--- config.mk ---
export PLATFORM = sky130hd
export DESIGN_NAME = arm_fetch_unit
export DESIGN_NICKNAME = d
export VERILOG_FILES = /design/src/rtl/arm_fetch_pkg.sv /design/src/rtl/arm_fetch_unit.sv
export SDC_FILE = /design/constraint.sdc
export NUM_CORES = 1
export LEC_CHECK = 0
export ABC_AREA = 1
export BUFFER_PORTS_ARGS = -buffer_cell sky130_fd_sc_hd__buf_2
export CAP_MARGIN = 20
export CORE_ASPECT_RATIO = 0.5
export CORE_MARGIN = 3
export CORE_UTILIZATION = 40
export CTS_CLUSTER_DIAMETER = 30
export DETAILED_ROUTE_END_ITERATION = 6
export MAX_ROUTING_LAYER = met4
export PLACE_DENSITY_LB_ADDON = 0.3
export SETUP_SLACK_MARGIN = 0.15
export SLEW_MARGIN = 20
export SYNTH_ARGS = -nofsm -noshare
export SYNTH_HDL_FRONTEND = slang
export SYNTH_SLANG_ARGS = --single-unit
--- constraint.sdc ---
create_clock -name clk -period 1.7 [get_ports clk]
set_input_delay 0.34 -clock clk [delete_from_list [all_inputs] [get_ports clk]]
set_output_delay 0.34 -clock clk [all_outputs]
set_load 0.02 [all_outputs]
--- src/rtl/arm_fetch_pkg.sv ---
// Shared types and constants for the ARM instruction fetch stage.
package arm_fetch_pkg;

  typedef enum logic [1:0] {
    IDLE  = 2'd0,
    FETCH = 2'd1,
    VALID = 2'd2,
    DRAIN = 2'd3
  } fetch_state_t;

  localparam logic [31:0] PC_INC     = 32'd4;
  localparam logic [31:0] R15_OFFSET = 32'd8;

endpackage

--- src/rtl/arm_fetch_unit.sv ---
// Instruction fetch stage: owns the PC, fetches one word per instruction over
// imem req/ack and hands it to decode with valid/stall, plus R15 and link values.
//
// state | meaning
// ------+------------------------------------------------------------------
// IDLE  | just out of reset, no request yet
// FETCH | request outstanding at imem_addr, data will be kept
// VALID | instr presented to decode, no request
// DRAIN | request outstanding but redirected, its data will be discarded
module arm_fetch_unit
  import arm_fetch_pkg::*;
#(
  parameter logic [31:0] RESET_PC = 32'h0000_0000
) (
  input  logic        clk,
  input  logic        rst_n,
  output logic        imem_req,
  output logic [31:0] imem_addr,
  input  logic        imem_ack,
  input  logic [31:0] imem_rdata,
  output logic [31:0] instr,
  output logic        instr_valid,
  input  logic        stall,
  input  logic        branch_valid,
  input  logic [31:0] branch_target,
  output logic [31:0] pc_plus4,
  output logic [31:0] pc_plus8
);

  fetch_state_t state, state_next;
  logic [31:0]  pc, pc_next, ipc, fetch_addr, target_aligned;
  logic         fetch_done;

  assign target_aligned = branch_target & ~32'h0000_0003;

  always_ff @(posedge clk or negedge rst_n) begin
    if (!rst_n) state <= IDLE;
    else        state <= state_next;
  end

  // An ack in DRAIN always completes the stale request, so it returns to
  // FETCH even when a newer redirect arrives in the same cycle.
  always_comb begin
    state_next = state;
    unique case (state)
      IDLE:  state_next = FETCH;
      FETCH: begin
        if (branch_valid)  state_next = imem_ack ? FETCH : DRAIN;
        else if (imem_ack) state_next = VALID;
      end
      VALID: begin
        if (branch_valid || !stall) state_next = FETCH;
      end
      DRAIN: begin
        if (imem_ack) state_next = FETCH;
      end
      default: state_next = IDLE;
    endcase
  end

  always_comb begin
    imem_req    = (state == FETCH) || (state == DRAIN);
    instr_valid = (state == VALID);
  end

  always_comb begin
    pc_next    = pc;
    fetch_done = 1'b0;
    if (state != IDLE && branch_valid) begin
      pc_next = target_aligned;
    end else if (state == FETCH && imem_ack) begin
      pc_next    = pc + PC_INC;
      fetch_done = 1'b1;
    end
  end

  // fetch_addr only moves when a fresh request starts, so imem_addr holds
  // the old address through DRAIN while pc tracks the redirect.
  always_ff @(posedge clk or negedge rst_n) begin
    if (!rst_n) begin
      pc         <= RESET_PC;
      ipc        <= RESET_PC;
      instr      <= 32'h0;
      fetch_addr <= RESET_PC;
    end else begin
      pc <= pc_next;
      if (fetch_done) begin
        instr <= imem_rdata;
        ipc   <= pc;
      end
      if (state_next == FETCH) fetch_addr <= pc_next;
    end
  end

  assign imem_addr = fetch_addr;
  assign pc_plus4  = ipc + PC_INC;
  assign pc_plus8  = ipc + R15_OFFSET;

endmodule
### Word-level counts from Yosys, hierarchy flattened

Index checks and enable logic that the tools add are counted.

| operators by class | value |
|---|---|
| add/subtract/negate cells | 3 |
| mux-type cells | 10 |
| reductions and logical operators | 7 |
| eq/ne operators | 4 |

Operator list:

| cell | number |
|---|---|
| 32-bit by 3-bit adder with 32-bit output, second input constant | 2 |
| 32-bit 2-to-1 mux | 2 |
| 32-bit by 4-bit adder with 32-bit output, second input constant | 1 |
| 2-bit 2-to-1 mux | 5 |
| 2-bit one-hot mux with 4 select lines | 1 |
| 2-bit by 1-bit equality test with 1-bit output, second input constant | 2 |
| 2-bit equality test, second input constant | 2 |
| 1-bit logical AND | 2 |
| 2-bit zero test | 1 |
| 1-bit logical OR | 2 |
| 1-bit 2-to-1 mux | 2 |
| 2-bit nonzero test | 1 |
| 1-bit zero test | 1 |

| storage, ports and cells | value |
|---|---|
| flip-flop bits (word level) | 130 |
| bits of input ports | 69 |

### Longest topological paths before layout

Gate-level depths: netlist of run 1.

| depth | value |
|---|---|
| depth after elaboration | 5 |
| depth in mapped cells | 11 |
| depth with buffers taken out | 11 |

### Least setup slack after synthesis of run 1

Ideal clock, no wire load.

| path | value |
|---|---|
| kind | reg2out |
| start | reg ipc[4] |
| end | out pc_plus4[19] |
| cell stages (with the launch flop) | 11 |
| path slack | -641 ps |
| required time | 1360 ps |
| arrival time | 2001 ps |
| path through | dfrtp_1 -> ha_1 -> inv_1 -> nor2_2 -> nand2_2 -> nor2_4 -> inv_2 -> nor2_1 -> xor2_1 -> nor2_1 -> nor2_1 |

| between the ends | value |
|---|---|
| word-level cells in the longest chain between the ends | 1 |

RTL lines:

| item | RTL line | RTL |
|---|---|---|
| start, declared | arm_fetch_unit.sv:31 | `logic [31:0] pc, pc_next, ipc, fetch_addr, target_aligned;` |
| start signal, assigned | arm_fetch_unit.sv:89 | `ipc <= pc;` |
| 32-bit by 3-bit adder with 32-bit output | arm_fetch_unit.sv:96 | `assign pc_plus4 = ipc + PC_INC;` |
| end, declared | arm_fetch_unit.sv:26 | `output logic [31:0] pc_plus4,` |

Every way passes these cells.

### Final worst setup path of run 1

| path | value |
|---|---|
| start | reg ipc[3] |
| end | out pc_plus4[19] |

The elaborated chain is that of the path after synthesis.

==> impl_metrics.env, run 1 <==
export IMPL_crit_family="simple AND/OR/NAND/NOR gates"
export IMPL_slew_headroom_pct=62.4
export IMPL_outcome="finished, violations left"
export IMPL_fin_crit_ns=2.49
export IMPL_initialDrtViolationCount=821
export IMPL_setup_viol=135
export IMPL_initial_utilization_pct=42.0
export IMPL_max_freq_ghz=0.401
export IMPL_clk_pin_slew_ns=0.07
export IMPL_hold_path_class="in -> reg"
export IMPL_setup_ws_ns=-0.792
export IMPL_die_x_um=194
export IMPL_antenna_cells=0
export IMPL_synth_nets=987
export IMPL_crit_path_max_fanout=2
export IMPL_vias_per_cell=5.42
export IMPL_grt_usage_pct=27.7
export IMPL_endpoint_kind="output port"
export IMPL_dieArea_um2=19400
export IMPL_arrival_ns=2.15
export IMPL_criticalPathCategory="reg -> out"
export IMPL_ys_seq_area_share_pct=46.0
export IMPL_fill_cells=835
export IMPL_coreArea_um2=16800
export IMPL_crit_buf_inv=4
export IMPL_placedCellCount=1423
export IMPL_dr_pass1_iters=7
export IMPL_ios=199
export IMPL_cts_htree_levels=4
export IMPL_dp_hpwl_um=17700
export IMPL_cp_cell_sequence="buf_6, ha_4, inv_4, nor2_4, nand2_4, nor2_4, inv_2, nor2_4, xor2_4, nor2_1, nor2_2, buf_6"
export IMPL_powerDensity_nw_per_um2=1240
export IMPL_post_route_period_util_pct=147
export IMPL_clk_latency_ns=0.44
export IMPL_syn_avg_cell_area_um2=7.73
export IMPL_synth_top_area_share_pct=46.0
export IMPL_drtAntennaViolNets=0
export IMPL_wl_um=34100
export IMPL_tightest_slew_ns=0.564
export IMPL_fin_cells=1583
export IMPL_std_cell_rows=33
export IMPL_cts_max_path_buffers=2
export IMPL_crit_path_frequent_cell="nor2_4"
export IMPL_grt_pass1_vias=7585
export IMPL_cts_tree="done"
export IMPL_grt_ovfl_total=0
export IMPL_rsz0062_at_grt="yes"
export IMPL_r2r_slack_ns=-0.13
export IMPL_worst_endpoint_required_ns=1.36
export IMPL_finalMaxSlewViolations=0
export IMPL_fin_worst_skew_ns=0.0106
export IMPL_yosys_warnings=0
export IMPL_slowest_stage="dfrtp_1"
export IMPL_cts_sinks=130
export IMPL_wl_per_cell_um=21.5
export IMPL_die_y_um=100
export IMPL_synth_area_leaders="dfrtp_1 46%, nand2_1 20%, xor2_1 6.6%"
export IMPL_max_stage_delay_ns=0.37
export IMPL_syn_to_final_growth_pct=101
export IMPL_setup_tns_ns=-38.77
export IMPL_syn_cell_area_um2=7070
export IMPL_violations="negative setup slack"
export IMPL_drcViolationCount=0
export IMPL_ir_worst_vdd_v=0.000796
export IMPL_yosys_register_bits=130
export IMPL_antenna_found_initial=0
export IMPL_final_nets=1415
export IMPL_yosysUniqueCellTypes=37
export IMPL_numCtsBuffers=17
export IMPL_holdWs_ns=0.102
export IMPL_grt_pass1_wl_um=41200
export IMPL_vias=8585
export IMPL_syn_inst=915
export IMPL_place_congestion=0.949
export IMPL_cp_start_kind="register"
export IMPL_grt_max_degree=42
export IMPL_total_power_mw=17.6
export IMPL_leakage_nw=6.92
export IMPL_portBuffers=196
export IMPL_maxCapViolations=0
export IMPL_ctsRootBufferMaster="clkbuf_16"
export IMPL_final_hold_viol_count=0
export IMPL_yosysTopAreaCell="dfrtp_1"
export IMPL_drive_gt1_share_pct=67.5
[cell usage in the layout (no fill, tap or decap), types with 4 or more instances in the layout]
master     netlist  final
nand3_2          0     25
clkinv_4         0      5
o21ai_0         37      7
nand2_2          4    126
nor2_4           6     40
inv_2            5     13
buf_2           16    137
a21boi_1         1      5
nand3_4          2     16
xor2_2           0     32
nand4_1         12     12
xnor2_4          0      5
nor4_4           0      4
nand3_1         55     16
xor2_4           0     16
inv_4            0      8
nand2_4          0     48
buf_8            0      9
buf_12           0     17
xnor2_2          0      4
buf_4            6    147
inv_1           67     47
clkbuf_8         0      4
or2_4            0     15
o21ai_1          0     15
nor2_1          53     16
nand2_1        369    197
nor2_2           7     10
a21boi_2         0     11
buf_6            3    121
nor3_4           0      9
dfrtp_1        130    110
dfrtp_2          0     20
o21ai_2          1     16
clkbuf_16        0     29
bufinv_16        0      5
xor2_1          53      5
[final cells by class]
cell class	instances	area, µm²	area share [%]
Multi-Input combinational cell	675	5610	39.5
Timing Repair Buffer	447	4030	28.4
Sequential cell	130	3280	23.1
Clock buffer	21	480	3.38
Inverter	72	319	2.25
Tap cell	227	284	2.00
Clock inverter	11	199	1.40
[where the power goes]
| part | switching [mW] | internal, mW | leakage [nW] | total, mW |
|---|---|---|---|---|
| Combinational | 4.72 | 3.93 | 5.04 | 8.65 |
| Clock | 1.57 | 2.78 | 0.334 | 4.35 |
| Sequential | 0.787 | 3.81 | 1.55 | 4.60 |
[tightest hold or removal path, cell delays in order]
cell and delay (ns):
buf_2 0.07, nand2_1 0.04, nand2_1 0.05
[final timing paths]
| path | start | endpoint | cells past startpoint |
|---|---|---|---|
| setup / recovery | ipc[3]$_DFFE_PN0P_ | pc_plus4[19] | 12 |
| hold / removal | imem_rdata[2] | instr[2]$_DFFE_PN0P_ | 3 |
| setup reg to reg | state[0]$_DFF_PN0_ | imem_addr[23]$_DFFE_PN0N_ | 10 |
| hold reg to reg | imem_addr[26]$_DFFE_PN0N_ | imem_addr[26]$_DFFE_PN0N_ | 2 |
| max in group asynchronous | rst_n | pc[5]$_DFF_PN0_ | 3 |
| min in group asynchronous | rst_n | ipc[16]$_DFFE_PN0P_ | 2 |
[flip-flops by register name (all words and copies together) (netlist names)]
name	count
ipc	32
state	2
instr	32
pc	32
imem_addr	32
[synth_stat cells (all sizes together)]
library cell	number
a31oi	2
o21a	1
o22ai	1
clkbuf	13
and2	2
nand3b	1
buf	25
nand4	12
nor3	13
dfrtp	130
dlygate4sd1	1
o21ai	38
inv	72
o211ai	1
ha	3
or2	18
nor2	66
nand3	57
xor2	53
nor4	4
xnor2	12
a21oi	1
nand2	373
a21boi	16
[what timing repair did]
action / in CTS / in global routing
pin swaps: 104 / 140
cloned: 3 / 17
hold endpoints to repair: 35 / 0
resized for setup: 300 / 396
setup endpoints to repair: 155 / 178
hold buffers: 1 / 0
buffers inserted: 49 / 58
[routing by layer]
metal	global-route usage (%)	vias up	routed length, µm
met5	-	-	0
met4	5.90	0	1630
met3	5.57	143	2780
met2	43.0	536	16000
met1	38.3	4226	13700
li1	-	3680	-
[per-stage QoR]
| stage | util [%] | cell area (µm²) | worst slack, ns |
|---|---|---|---|
| 4_1_cts | 71.6 | 12100 | -0.679 |
| 2_1_floorplan | - | 7750 | -0.388 |
| 6_report | 84.3 | 14200 | -0.792 |
| 5_1_grt | 84.3 | 14200 | -0.877 |
| 3_3_place_gp | 58.3 | 9820 | -0.317 |
| 3_5_place_dp | 58.3 | 9820 | -0.391 |
[logic make-up after synthesis]
logic type / share of synthesized area [%]
AO/OA/AOI/OAI: 5.45
XOR/XNOR: 8.05
adder cells (fa/ha/maj): 0.531
buffers and inverters: 6.90
flip-flops: 46.0
AND/OR/NAND/NOR: 33.1
No activity file was read; power rests on OpenSTA's default activity.
==> run 2, diff against run 1 <==
clock period = 2.8 ns   (was 1.7 ns; I/O delays follow)
==> impl_metrics.env, run 2 (synthesis gave the netlist of run 1 again) <==
export IMPL_powerDensity_nw_per_um2=844
export IMPL_clk_pin_slew_ns=0.06
export IMPL_leakage_nw=4.80
export IMPL_crit_path_max_fanout=6
export IMPL_fin_crit_ns=2.66
export IMPL_cp_start_kind="register"
export IMPL_portBuffers=196
export IMPL_dieArea_um2=19400
export IMPL_endpoint_kind="output port"
export IMPL_cts_htree_levels=4
export IMPL_initialDrtViolationCount=472
export IMPL_setup_viol=0
export IMPL_regArea_um2=3270
export IMPL_setup_tns_ns=0
export IMPL_grt_usage_pct=23.0
export IMPL_finalMaxSlewViolations=0
export IMPL_die_y_um=100
export IMPL_drcViolationCount=0
export IMPL_grt_pass1_vias=6370
export IMPL_dr_pass1_iters=5
export IMPL_coreArea_um2=16800
export IMPL_grt_max_degree=66
export IMPL_hold_path_class="in -> async"
export IMPL_ios=199
export IMPL_rsz0062_at_grt="yes"
export IMPL_criticalPathCategory="reg -> out"
export IMPL_std_cell_rows=33
export IMPL_fill_cells=1618
export IMPL_wl_per_cell_um=15.8
export IMPL_multiInputGateArea_um2=3510
export IMPL_antenna_found_initial=0
export IMPL_outcome="finished, final reports clean"
export IMPL_vias=6575
export IMPL_cts_sinks=130
export IMPL_ctsRootBufferMaster="clkbuf_16"
export IMPL_crit_path_start="ipc[4]$_DFFE_PN0P_"
export IMPL_tightest_slew_ns=0.916
export IMPL_die_x_um=194
export IMPL_final_common_cell="nand2_1"
export IMPL_layout_common_cells="364 x nand2_1, 178 x buf_2, 119 x dfrtp_1"
export IMPL_hold_buffers=0
export IMPL_antenna_cells=0
export IMPL_wl_um=21600
export IMPL_r2r_start="pc[3]$_DFF_PN0_"
export IMPL_cts_tree="done"
export IMPL_fin_worst_skew_ns=0.0124
export IMPL_numCtsBuffers=17
export IMPL_slew_headroom_pct=38.9
export IMPL_grt_ovfl_total=0
export IMPL_final_hold_viol_count=0
export IMPL_dp_hpwl_um=16300
export IMPL_maxCapViolations=0
export IMPL_final_nets=1201
export IMPL_grt_pass1_wl_um=34500
export IMPL_r2r_cells=10
export IMPL_post_route_period_util_pct=94.8
export IMPL_cts_max_path_buffers=2
export IMPL_drive_gt1_share_pct=31.0
export IMPL_worst_endpoint_required_ns=2.24
export IMPL_vias_per_cell=4.81
export IMPL_max_freq_ghz=0.377
export IMPL_syn_to_final_growth_pct=31.0
export IMPL_clk_latency_ns=0.41
export IMPL_initial_utilization_pct=42.0
export IMPL_arrival_ns=2.10
export IMPL_drtAntennaViolNets=0
export IMPL_place_congestion=0.905
export IMPL_ir_worst_vdd_v=0.000516
export IMPL_total_power_mw=7.82
-- run 2: metal layers --
layer | share of wire, % | global-route usage, % | vias up
li1 | - | - | 3282
met1 | 51 | 33.5 | 3040
met2 | 43 | 33.7 | 234
met3 | 5.6 | 4.33 | 19
met4 | 1.1 | 4.41 | 0
met5 | 0 | - | -
-- run 2: final timing paths --
kind                       slack, ns                         to
min                             0.14  imem_addr[11]$_DFFE_PN0N_
min reg2reg                     0.46      instr[22]$_DFFE_PN0P_
max reg2reg                     0.79  imem_addr[24]$_DFFE_PN0N_
max in group asynchronous       1.94      instr[21]$_DFFE_PN0P_
min in group clk                0.35       instr[2]$_DFFE_PN0P_
max                             0.14               pc_plus4[22]
-- run 2: what timing repair did --
item                       in CTS  in global routing
gates resized for setup        33                 41
pin swaps                       6                 15
setup buffers                   9                 18
setup endpoints to repair      30                 35
-- run 2: area by class of cell --
class	instances	area share [%]
Multi-Input combinational cell	674	37.9
Tap cell	227	3.07
Clock inverter	13	1.74
Sequential cell	130	35.3
Timing Repair Buffer	234	14.5
Inverter	72	2.96
Clock buffer	18	4.63
-- run 2: critical path: stages, from the launching register on --
cell	delay, ns
dfrtp_1	0.40
buf_4	0.15
buf_4	0.11
nand3_1	0.11
nor2_2	0.18
inv_2	0.09
nor2_4	0.18
nand4_1	0.13
xor2_1	0.18
buf_4	0.17
-- run 2: power breakdown --
part,switching (mW),internal (mW)
registers,0.410,2.31
clock network,0.870,1.40
logic,1.86,0.968
-- run 2: per-stage QoR --
stage | cells | util, % | setup slack (ns) | hold slack (ns) | cell area, µm²
after floorplan | 915 | - | 0.239 | 0.264 | 7070
after CTS | 1350 | 53.4 | 0.127 | 0.161 | 9000
after global routing | 1368 | 55.0 | 0.0142 | 0.176 | 9270
after global placement | 1310 | 48.8 | 0.327 | 0.449 | 8230
final | 1368 | 55.0 | 0.144 | 0.144 | 9270
after detailed placement | 1310 | 48.8 | 0.308 | 0.454 | 8230
==> run 3, diff against run 2 <==
BUFFER_PORTS_ARGS = -buffer_cell sky130_fd_sc_hd__clkbuf_2   (was -buffer_cell sky130_fd_sc_hd__buf_2)
==> impl_metrics.env, run 3 (synthesis gave the netlist of run 1 again) <==
export IMPL_std_cell_rows=33
export IMPL_setup_viol=0
export IMPL_clk_pin_slew_ns=0.06
export IMPL_wl_um=21300
export IMPL_vias=6516
export IMPL_vias_per_cell=4.77
export IMPL_fin_worst_skew_ns=0.0212
export IMPL_drtAntennaViolNets=0
export IMPL_cp_start_kind="register"
export IMPL_cts_max_path_buffers=2
export IMPL_ir_worst_vdd_v=0.000448
export IMPL_post_route_period_util_pct=92.6
export IMPL_coreArea_um2=16800
export IMPL_grt_pass1_vias=6489
export IMPL_total_power_mw=7.78
export IMPL_maxCapViolations=0
export IMPL_endpoint_kind="output port"
export IMPL_crit_path_max_fanout=4
export IMPL_slowest_stage="nor4_2"
export IMPL_ctsRootBufferMaster="clkbuf_16"
export IMPL_place_congestion=0.896
export IMPL_final_hold_viol_count=0
export IMPL_antenna_cells=0
export IMPL_dp_hpwl_um=16300
export IMPL_cp_cell_sequence="nand2_1, inv_2, nand3_1, nor4_2, nand2_1, xor2_2, buf_4"
export IMPL_final_common_cell="nand2_1"
export IMPL_ios=199
export IMPL_antenna_found_initial=0
export IMPL_layout_common_cells="364 x nand2_1, 179 x clkbuf_2, 117 x dfrtp_1"
export IMPL_criticalPathCategory="reg -> out"
export IMPL_grt_pass1_wl_um=34600
export IMPL_fin_cells=1367
export IMPL_setup_tns_ns=0
export IMPL_dpl_instance_area_um2=8220
export IMPL_hold_path_class="in -> async"
export IMPL_arrival_ns=2.03
export IMPL_drcViolationCount=0
export IMPL_grt_ovfl_total=0
export IMPL_max_stage_delay_ns=0.37
export IMPL_fill_cells=1582
export IMPL_final_nets=1199
export IMPL_die_y_um=100
export IMPL_portBuffers=196
export IMPL_fin_crit_ns=2.59
export IMPL_tightest_slew_ns=0.918
export IMPL_rsz0062_at_grt="yes"
export IMPL_die_x_um=194
export IMPL_wl_per_cell_um=15.6
export IMPL_grt_usage_pct=22.9
export IMPL_numCtsBuffers=17
export IMPL_placedCellCount=1311
export IMPL_finalMaxSlewViolations=0
export IMPL_hold_buffers=0
export IMPL_syn_to_final_growth_pct=31.3
export IMPL_grt_max_degree=66
export IMPL_powerDensity_nw_per_um2=838
export IMPL_dr_pass1_iters=5
export IMPL_crit_path_frequent_cell="nand2_1"
export IMPL_worst_endpoint_required_ns=2.24
export IMPL_drive_gt1_share_pct=32.3
export IMPL_initialDrtViolationCount=421
export IMPL_clk_latency_ns=0.43
export IMPL_cts_sinks=130
export IMPL_cts_tree="done"
export IMPL_dieArea_um2=19400
export IMPL_cts_htree_levels=4
export IMPL_fin_area_um2=9290
export IMPL_slew_headroom_pct=38.8
export IMPL_outcome="finished, final reports clean"
export IMPL_initial_utilization_pct=42.0
export IMPL_r2r_slack_ns=0.86
export IMPL_leakage_nw=4.77
export IMPL_max_freq_ghz=0.386
==> run 3: changes by cell type in the layout (fill, tap and decap cells not counted), sizes merged <==
cell and change:
clkbuf +182, bufinv -2, inv +6, buf -183, clkinv -4
==> run 3: through the flow <==
stage	worst slack, ns	util (%)	hold slack, ns
2_1_floorplan	0.239	-	0.264
3_3_place_gp	0.325	48.8	0.453
3_5_place_dp	0.290	48.8	0.460
4_1_cts	0.130	53.4	0.0998
5_1_grt	0.0731	55.1	0.111
6_report	0.208	55.1	0.0829
==> run 3: timing repair <==
action | in CTS | in global routing
resized for setup | 31 | 68
pin swaps | 9 | 19
setup endpoints to repair | 37 | 38
setup buffers | 9 | 15
==> run 3: power breakdown <==
group	switching, mW	internal (mW)
Combinational	1.85	0.947
Clock	0.948	1.30
Sequential	0.417	2.31
==> run 3: path summary, 6_finish.rpt <==
kind | cells past startpoint | start | end
max | 7 | ipc[16]$_DFFE_PN0P_ | pc_plus4[24]
min | 1 | rst_n | imem_addr[0]$_DFFE_PN0N_
max reg2reg | 10 | pc[3]$_DFF_PN0_ | imem_addr[24]$_DFFE_PN0N_
min reg2reg | 2 | instr[30]$_DFFE_PN0P_ | instr[30]$_DFFE_PN0P_
max in group asynchronous | 2 | rst_n | ipc[15]$_DFFE_PN0P_
min in group clk | 3 | imem_rdata[27] | instr[27]$_DFFE_PN0P_
==> run 3: critical path, delay by kind of cell, from the launching register on <==
family	cells	cell delay (ns)
flops	1	0.36
simple gates	4	0.78
buf+inv	2	0.28
xor+xnor	1	0.19
==> run 3: area by class of cell <==
type                    count  area (µm²)  share of cell area [%]
clock buffers              19         453                    4.88
clock inverters            13         138                    1.48
inverters                  72         270                    2.91
multi-input cells         674        3570                    38.4
flip-flops and latches    130        3270                    35.2
well taps                 227         284                    3.06
repair buffers            232        1300                    14.0
==> run 3: per-layer routing <==
metal  wire length (µm)  part of all wire [%]  global-route usage, %  vias up
met3               1260                   5.9                   4.69       12
li1                   -                     -                      -     3283
met5                  0                     0                      -        -
met2               9150                    43                   34.1      208
met4                148                  0.70                   3.58        0
met1              10700                    50                   33.1     3013
